--- src/rtl/register_file_param.sv ---
// Parameterised register file with two combinational read ports, one write port,
// optional hardwired-zero r0, optional write-to-read bypass and a busy scoreboard.
module register_file_param #(
  parameter int unsigned WIDTH   = 32,
  parameter int unsigned ADDR_W  = 5,
  parameter bit          ZERO_R0 = 1'b1,
  parameter bit          BYPASS  = 1'b1
) (
  input  logic              CLK,
  input  logic              RESETN,
  input  logic [ADDR_W-1:0] A1,
  input  logic [ADDR_W-1:0] A2,
  input  logic [ADDR_W-1:0] A3,
  input  logic              WE3,
  input  logic [WIDTH-1:0]  WD3,
  input  logic [ADDR_W-1:0] AS,
  input  logic              SE,
  output logic [WIDTH-1:0]  RD1,
  output logic [WIDTH-1:0]  RD2,
  output logic              BUSY1,
  output logic              BUSY2,
  output logic [ADDR_W:0]   NBUSY
);

  localparam int unsigned NRegs = 2 ** ADDR_W;

  logic [WIDTH-1:0]  regs_q [NRegs];
  logic [NRegs-1:0]  busy_q, busy_d;
  logic [ADDR_W:0]   nbusy_q, nbusy_d;
  logic              wr_en;
  logic              set_en;
  logic              byp1, byp2;
  logic              zero1, zero2;

  // Writes and issues targeting a hardwired-zero r0 are dropped entirely.
  assign wr_en  = WE3 && !(ZERO_R0 && (A3 == '0));
  assign set_en = SE  && !(ZERO_R0 && (AS == '0));

  assign byp1  = BYPASS && wr_en && (A1 == A3);
  assign byp2  = BYPASS && wr_en && (A2 == A3);
  assign zero1 = ZERO_R0 && (A1 == '0);
  assign zero2 = ZERO_R0 && (A2 == '0);

  // Read data is forced to zero while reset is held, which also masks bypass.
  always_comb begin
    RD1 = '0;
    RD2 = '0;
    if (RESETN) begin
      if (byp1)        RD1 = WD3;
      else if (!zero1) RD1 = regs_q[A1];
      if (byp2)        RD2 = WD3;
      else if (!zero2) RD2 = regs_q[A2];
    end
  end

  // Set is applied after clear so a new issue beats a completing write.
  always_comb begin
    busy_d = busy_q;
    if (wr_en)  busy_d[A3] = 1'b0;
    if (set_en) busy_d[AS] = 1'b1;
    if (ZERO_R0) busy_d[0] = 1'b0;
  end

  always_comb begin
    nbusy_d = '0;
    for (int i = 0; i < NRegs; i++) begin
      nbusy_d = nbusy_d + (ADDR_W + 1)'(busy_d[i]);
    end
  end

  always_ff @(posedge CLK or negedge RESETN) begin
    if (!RESETN) begin
      for (int i = 0; i < NRegs; i++) begin
        regs_q[i] <= '0;
      end
      busy_q  <= '0;
      nbusy_q <= '0;
    end else begin
      if (wr_en) regs_q[A3] <= WD3;
      busy_q  <= busy_d;
      nbusy_q <= nbusy_d;
    end
  end

  assign BUSY1 = busy_q[A1];
  assign BUSY2 = busy_q[A2];
  assign NBUSY = nbusy_q;

endmodule

--- config.mk ---
export PLATFORM = sky130hd
export DESIGN_NAME = register_file_param
export DESIGN_NICKNAME = d
export VERILOG_FILES = /design/src/rtl/register_file_param.sv
export SDC_FILE = /design/constraint.sdc
export NUM_CORES = 2
export LEC_CHECK = 0
export CORE_AREA = 3 3 372 263
export DETAILED_ROUTE_END_ITERATION = 10
export DIE_AREA = 0 0 375 266
export PLACE_DENSITY = 0.88
export SYNTH_ARGS = -nofsm -noshare
export SYNTH_HDL_FRONTEND = slang
export SYNTH_SLANG_ARGS = --single-unit
export TNS_END_PERCENT = 20
--- constraint.sdc ---
create_clock -name CLK -period 9 [get_ports CLK]
set_clock_uncertainty 0.2 [all_clocks]
set_input_delay 1.8 -clock CLK [delete_from_list [all_inputs] [get_ports CLK]]
set_output_delay 1.8 -clock CLK [all_outputs]
set_load 0.03 [all_outputs]
### After elaboration in Yosys (flattened, before gate mapping)

Index checks and enable logic that the tools add are counted.

| storage, ports and cells | value |
|---|---|
| logic and storage cells | 120 |
| bits in registers | 1061 |

| cells by class | value |
|---|---|
| equal/unequal tests | 2 |
| mux-type cells | 25 |
| order comparisons | 10 |
| reductions and logical operators | 13 |
| bitwise operators | 6 |
| $add $sub $neg | 30 |

Operators with widths:

| kind | number |
|---|---|
| 1024-bit bitwise mux | 1 |
| 32-bit 2-to-1 mux | 13 |
| 32-bit binary-select mux with 5-bit select | 2 |
| 32-bit demux with 5-bit select | 1 |
| 6-bit by 1-bit adder with 6-bit output | 25 |
| 32-bit AND | 1 |
| 32-bit NOT | 1 |
| 32-bit OR | 1 |
| 5-bit by 6-bit < comparator with 1-bit output (second input constant) | 4 |
| 5-bit zero test | 4 |
| 6-bit >= comparator (second input constant) | 3 |
| 5-bit NOT with 6-bit output | 3 |
| 1-bit binary-select mux with 5-bit select | 2 |
| 1-bit demux with 5-bit select | 2 |
| 5-bit equality test | 2 |
| 5-bit by 1-bit >= comparator with 1-bit output (second input constant) | 2 |
| 1-bit logical AND | 7 |
| 5-bit by 1-bit adder with 6-bit output | 1 |
| 6-bit by 1-bit < comparator with 1-bit output (second input constant) | 1 |
| 4-bit by 1-bit adder with 5-bit output | 1 |
| 3-bit by 1-bit adder with 4-bit output | 1 |
| 1-bit 2-to-1 mux | 4 |
| 2-bit by 1-bit adder with 3-bit output | 1 |
| 1-bit by 1-bit adder with 2-bit output | 1 |
| 1-bit zero test | 2 |

### Logic depth before layout (Yosys ltp)

| depth | value |
|---|---|
| depth in word-level cells | 39 |
| mapped depth | 22 |

### Least setup slack after synthesis

OpenSTA, ideal clock, no wires.

| path | value |
|---|---|
| path type | input to register |
| start point | in A3[1] |
| end point | reg nbusy_q[4], in the netlist NBUSY[4] |
| arrival | 7695 ps |
| stages | 18 |
| setup time | 80 ps |
| required time | 8720 ps |
| slack | 1025 ps |
| cell sequence | buf_2 nor4b_4 nand2_4 buf_2 a22o_1 fa_1 fa_1 inv_1 fa_1 fa_1 fa_1 inv_1 fa_1 fa_1 fa_1 a21o_1 a21oi_1 xnor2_1 |

| between the ends | value |
|---|---|
| elaborated cells between the ends (all ways) | 43 |

RTL lines:

| element | RTL line | source |
|---|---|---|
| start, declared | 13 | `input logic [ADDR_W-1:0] A3,` |
| 5-bit by 6-bit < comparator with 1-bit output (implied by the code) or 5-bit by 1-bit >= comparator with 1-bit output (tied branches) | 59 | `if (wr_en) busy_d[A3] = 1'b0;` |
| 1-bit logical AND (implied by the code) | 59 |  |
| 1-bit 2-to-1 mux (implied by the code) | 59 |  |
| 1-bit demux with 5-bit select | 59 |  |
| 32-bit NOT (no line) | - |  |
| 32-bit AND (no line) | - |  |
| 32-bit 2-to-1 mux * | 59 |  |
| 32-bit OR (no line) | - |  |
| 32-bit 2-to-1 mux * | 60 | `if (set_en) busy_d[AS] = 1'b1;` |
| named net busy_d[16] | 28 | `logic [NRegs-1:0] busy_q, busy_d;` |
| 6-bit by 1-bit adder with 6-bit output * (16 in series) | 67 | `nbusy_d = nbusy_d + (ADDR_W + 1)'(busy_d[i]);` |
| named net nbusy_d[4] | 29 | `logic [ADDR_W:0] nbusy_q, nbusy_d;` |
| end signal, assigned | 81 | `nbusy_q <= nbusy_d;` |
| end, declared | 29 |  |

The timed path passes the listed nets; every way through them passes the cells marked *.
A chain may end at the register's enable or synchronous reset.

### Final worst setup path

| path | value |
|---|---|
| start point | in A3[0] |
| end point | reg nbusy_q[4], in the netlist NBUSY[4] |

| between the ends | value |
|---|---|
| cells in the longest elaborated chain, start to end | 39 |
| elaborated cells between the ends (all ways) | 43 |

Ends and longest elaborated chain:

| element | RTL line |
|---|---|
| 5-bit by 6-bit < comparator with 1-bit output (implied by the code) or 5-bit by 1-bit >= comparator with 1-bit output (tied branches) | 59 |
| 1-bit logical AND (implied by the code) | 59 |
| 1-bit 2-to-1 mux (implied by the code) | 59 |
| 1-bit demux with 5-bit select | 59 |
| 32-bit NOT (no line) | - |
| 32-bit AND (no line) | - |
| 32-bit 2-to-1 mux * | 59 |
| 32-bit OR (no line) | - |
| 32-bit 2-to-1 mux * | 60 |
| 1-bit by 1-bit adder with 2-bit output | 67 |
| 2-bit by 1-bit adder with 3-bit output | 67 |
| 3-bit by 1-bit adder with 4-bit output | 67 |
| 4-bit by 1-bit adder with 5-bit output | 67 |
| 5-bit by 1-bit adder with 6-bit output | 67 |
| 6-bit by 1-bit adder with 6-bit output (24 in series) | 67 |
| 6-bit by 1-bit adder with 6-bit output * | 67 |
| named net nbusy_d[4] | 29 |

Marked as above.

==> metrics.txt <==
outcome completed; Setup-failing EPs final 0; top-area cell type share of the netlist area about 47%; Routability Congestion between 0.9 and 1; Leakage approximately 27 nW; buffer count from post-CTS setup fixing 0; via count ~36000; post-synth top area cell dfrtp_1; pin count of the biggest net entering global routing ~150; WP data required ~9.4 ns; commonest non-fill, non-tap cell in the layout dfrtp_1; syn_nets 3643; Die Ht roughly 270 um; first-pass GRT wire length 242800 um; Area growth syn-to-layout 10.25%; RSZ-0062 raised after global routing no; htree depth 3; Reg2Reg Capture Point NBUSY[4]; post-cts hold buffer count 0; placeable core area ~94000 um^2; Tightest Pin Transition ~1.3 ns; row count 94; setup slack, reg-to-reg 3.32 ns; share of cells above drive strength 1 53.03%; initial DRC count 4633; Post-Place Cells around 4600; Clock Latency Late Sink roughly 0.7 ns; Hold Path Class reg -> reg; fin cells approximately 4800; max frequency ~130 MHz; Worst Hold Depth 0; Period minus WS final around 7.7 ns; max_slew headroom approximately an eighth; CP Launch Type primary input; P per Cell Area approximately 250 nW/um^2; Most used DFF post-synth dfrtp_1; CP max FO 10; max_cap viols 0; flops & latches, synth between 1000 and 1500; antenna violations before repair 2; GR Overflow Total 0; final worst path period share 85.73%; Vias/cell around 7.5; vias in the first global route 37850; IO Pins 128; worst vdd ir around 0.52 mV; HP Start regs_q[1001]; Final Total Pwr between 15 and 20 mW; Setup crit end kind register; Worst path most repeated cell fa_1; gr usage total about a third; synthesized area 56580 um^2; Seq/Total Area, Yosys 46.92%; Die X 375 um; Distinct cells, synth 47; drt pass-1 iters 6; Post-DP HPWL about 91000 um; CTS Buf Count 102; Post-synth EDFFs 0; delay-heaviest family, CP adder cells; drt wl/cell ~33 um; post-cts resize count 0; Synth async-reset ratio between 90% and 100%; Clock Sinks ~1100; synth top area cells dfrtp_1 (47%), mux4_2 (24%), mux2_2 (19%); CP cell instances clkdlybuf4s50_1, nor4b_4, buf_4, nand2_4, a21oi_1, fa_1, fa_1, fa_1, fa_1, fa_1, inv_1, fa_1, fa_1, fa_1, a21o_1, a21oi_1, xnor2_1; Setup CP Type in -> reg; R2R cell count 15; Fin. Hold Viols 0; DRC 0; fin area between 60000 and 70000 um^2; drt total wl between 150000 and 200000 um; Root Driver clkbuf_16; Critical Path Stages 17; Critical-path top delay cell clkdlybuf4s50_1; Critical Path AT 8.13 ns; hold path endpoint regs_q[1001]; Initial Util about three fifths; WP buf/inv 3; Antenna Nets Post-Route 0; R2R Path Start busy_q[14]; Nets between 3000 and 4000; die area about 100000 um^2; clock tree buffer depth 3; setup_tns 0 ns; Syn Area/Cell between 15 and 20 um^2; final slew viol count 0; CTS tree done; Clk pin slew, worst setup/hold paths ~0.070 ns; Post-DP Area between 50000 and 60000 um^2; YS warnings 0; most frequent cells in the layout dfrtp_1 (1061), mux2_2 (957), mux4_2 (594); # port buffers about 130; largest stage delay on the critical path ~0.7 ns; Post-Synthesis Cells about 3600
## layer usage
layer  GRT usage, %  wire [um]
met3          9.139      17320
met5              0          0
met4          16.38       8600
met2          48.91      74030
met1          44.46      61150
## sequential cells by signal, summed over array words and instances, names as in the netlist
name,flops
regs_q,1024
busy_q,31
NBUSY,6
## kinds of logic after synthesis
| kind of cell | share of synthesized area [%] |
|---|---|
| AOI/OAI and AO/OA | 3.991 |
| xor gates and xnor gates | 0.2012 |
| adders and majority gates | 0.9685 |
| buffers and inverters | 3.372 |
| DFF | 46.92 |
| muxes | 43.46 |
| and+or+nand+nor | 1.081 |
## how the worst max path moves through the flow
stage / start / endpoint / slack [ns]
detailed placement: A3[0] / NBUSY[4] / 0.64
CTS: A3[0] / NBUSY[4] / 1.37
global placement: A3[1] / NBUSY[4] / 0.73
floorplan: A3[1] / NBUSY[4] / 1.03
global route: A3[0] / NBUSY[4] / 1.05
finish: A3[0] / NBUSY[4] / 1.28
## through the flow
step / hold WS [ns] / util, % / setup slack, ns
floorplan: 0.2413 / - / 1.025
global placement: 0.1763 / 62.45 / 0.7327
detailed placement: 0.1820 / 62.45 / 0.6372
CTS: 0.1971 / 66.21 / 1.368
global route: 0.2062 / 66.22 / 1.046
finish: 0.1999 / 66.22 / 1.284
## power breakdown
group	internal [mW]	leakage [nW]	switching (mW)	total [mW]
Combinational	2.48	11.3	2.00	4.48
Clock	2.66	1.75	1.90	4.56
Sequential	5.73	13.6	0.726	6.45
Total	10.9	26.7	4.63	15.5
## synth_stat cells (2+ instances only)
master    count
nand3b_1      2
buf_4        18
a21oi_1      67
nor4_1        3
o311ai_0      2
nand2b_1      5
a221o_1      64
inv_2         2
buf_2        91
a21o_1        4
inv_1        38
mux4_2      594
ha_1          7
nor3_1        3
a22o_1       17
and2_1        3
nor2b_1       7
mux2_2      957
nand2_1      37
nor2_1       20
a22oi_1     129
nand3_1       4
nor3b_2       2
buf_1        63
mux2_1       39
buf_6         4
fa_1         23
o21ai_0      16
dfrtp_1    1061
and3_1        2
nand2_4       7
and3b_1       2
xnor2_1      12
or2_2         4
clkbuf_1    236
## cell type report
type / instances / area (um^2)
Timing Repair Buffer: 239 / 2267
Fill cell: 6002 / 31820
Inverter: 40 / 150.1
Clock inverter: 38 / 559.3
Multi-Input combinational cell: 2044 / 28300
Sequential cell: 1061 / 26550
Antenna cell: 2 / 5.005
Tap cell: 1248 / 1562
Clock buffer: 146 / 2989
Power figures use the tool's default switching activity.
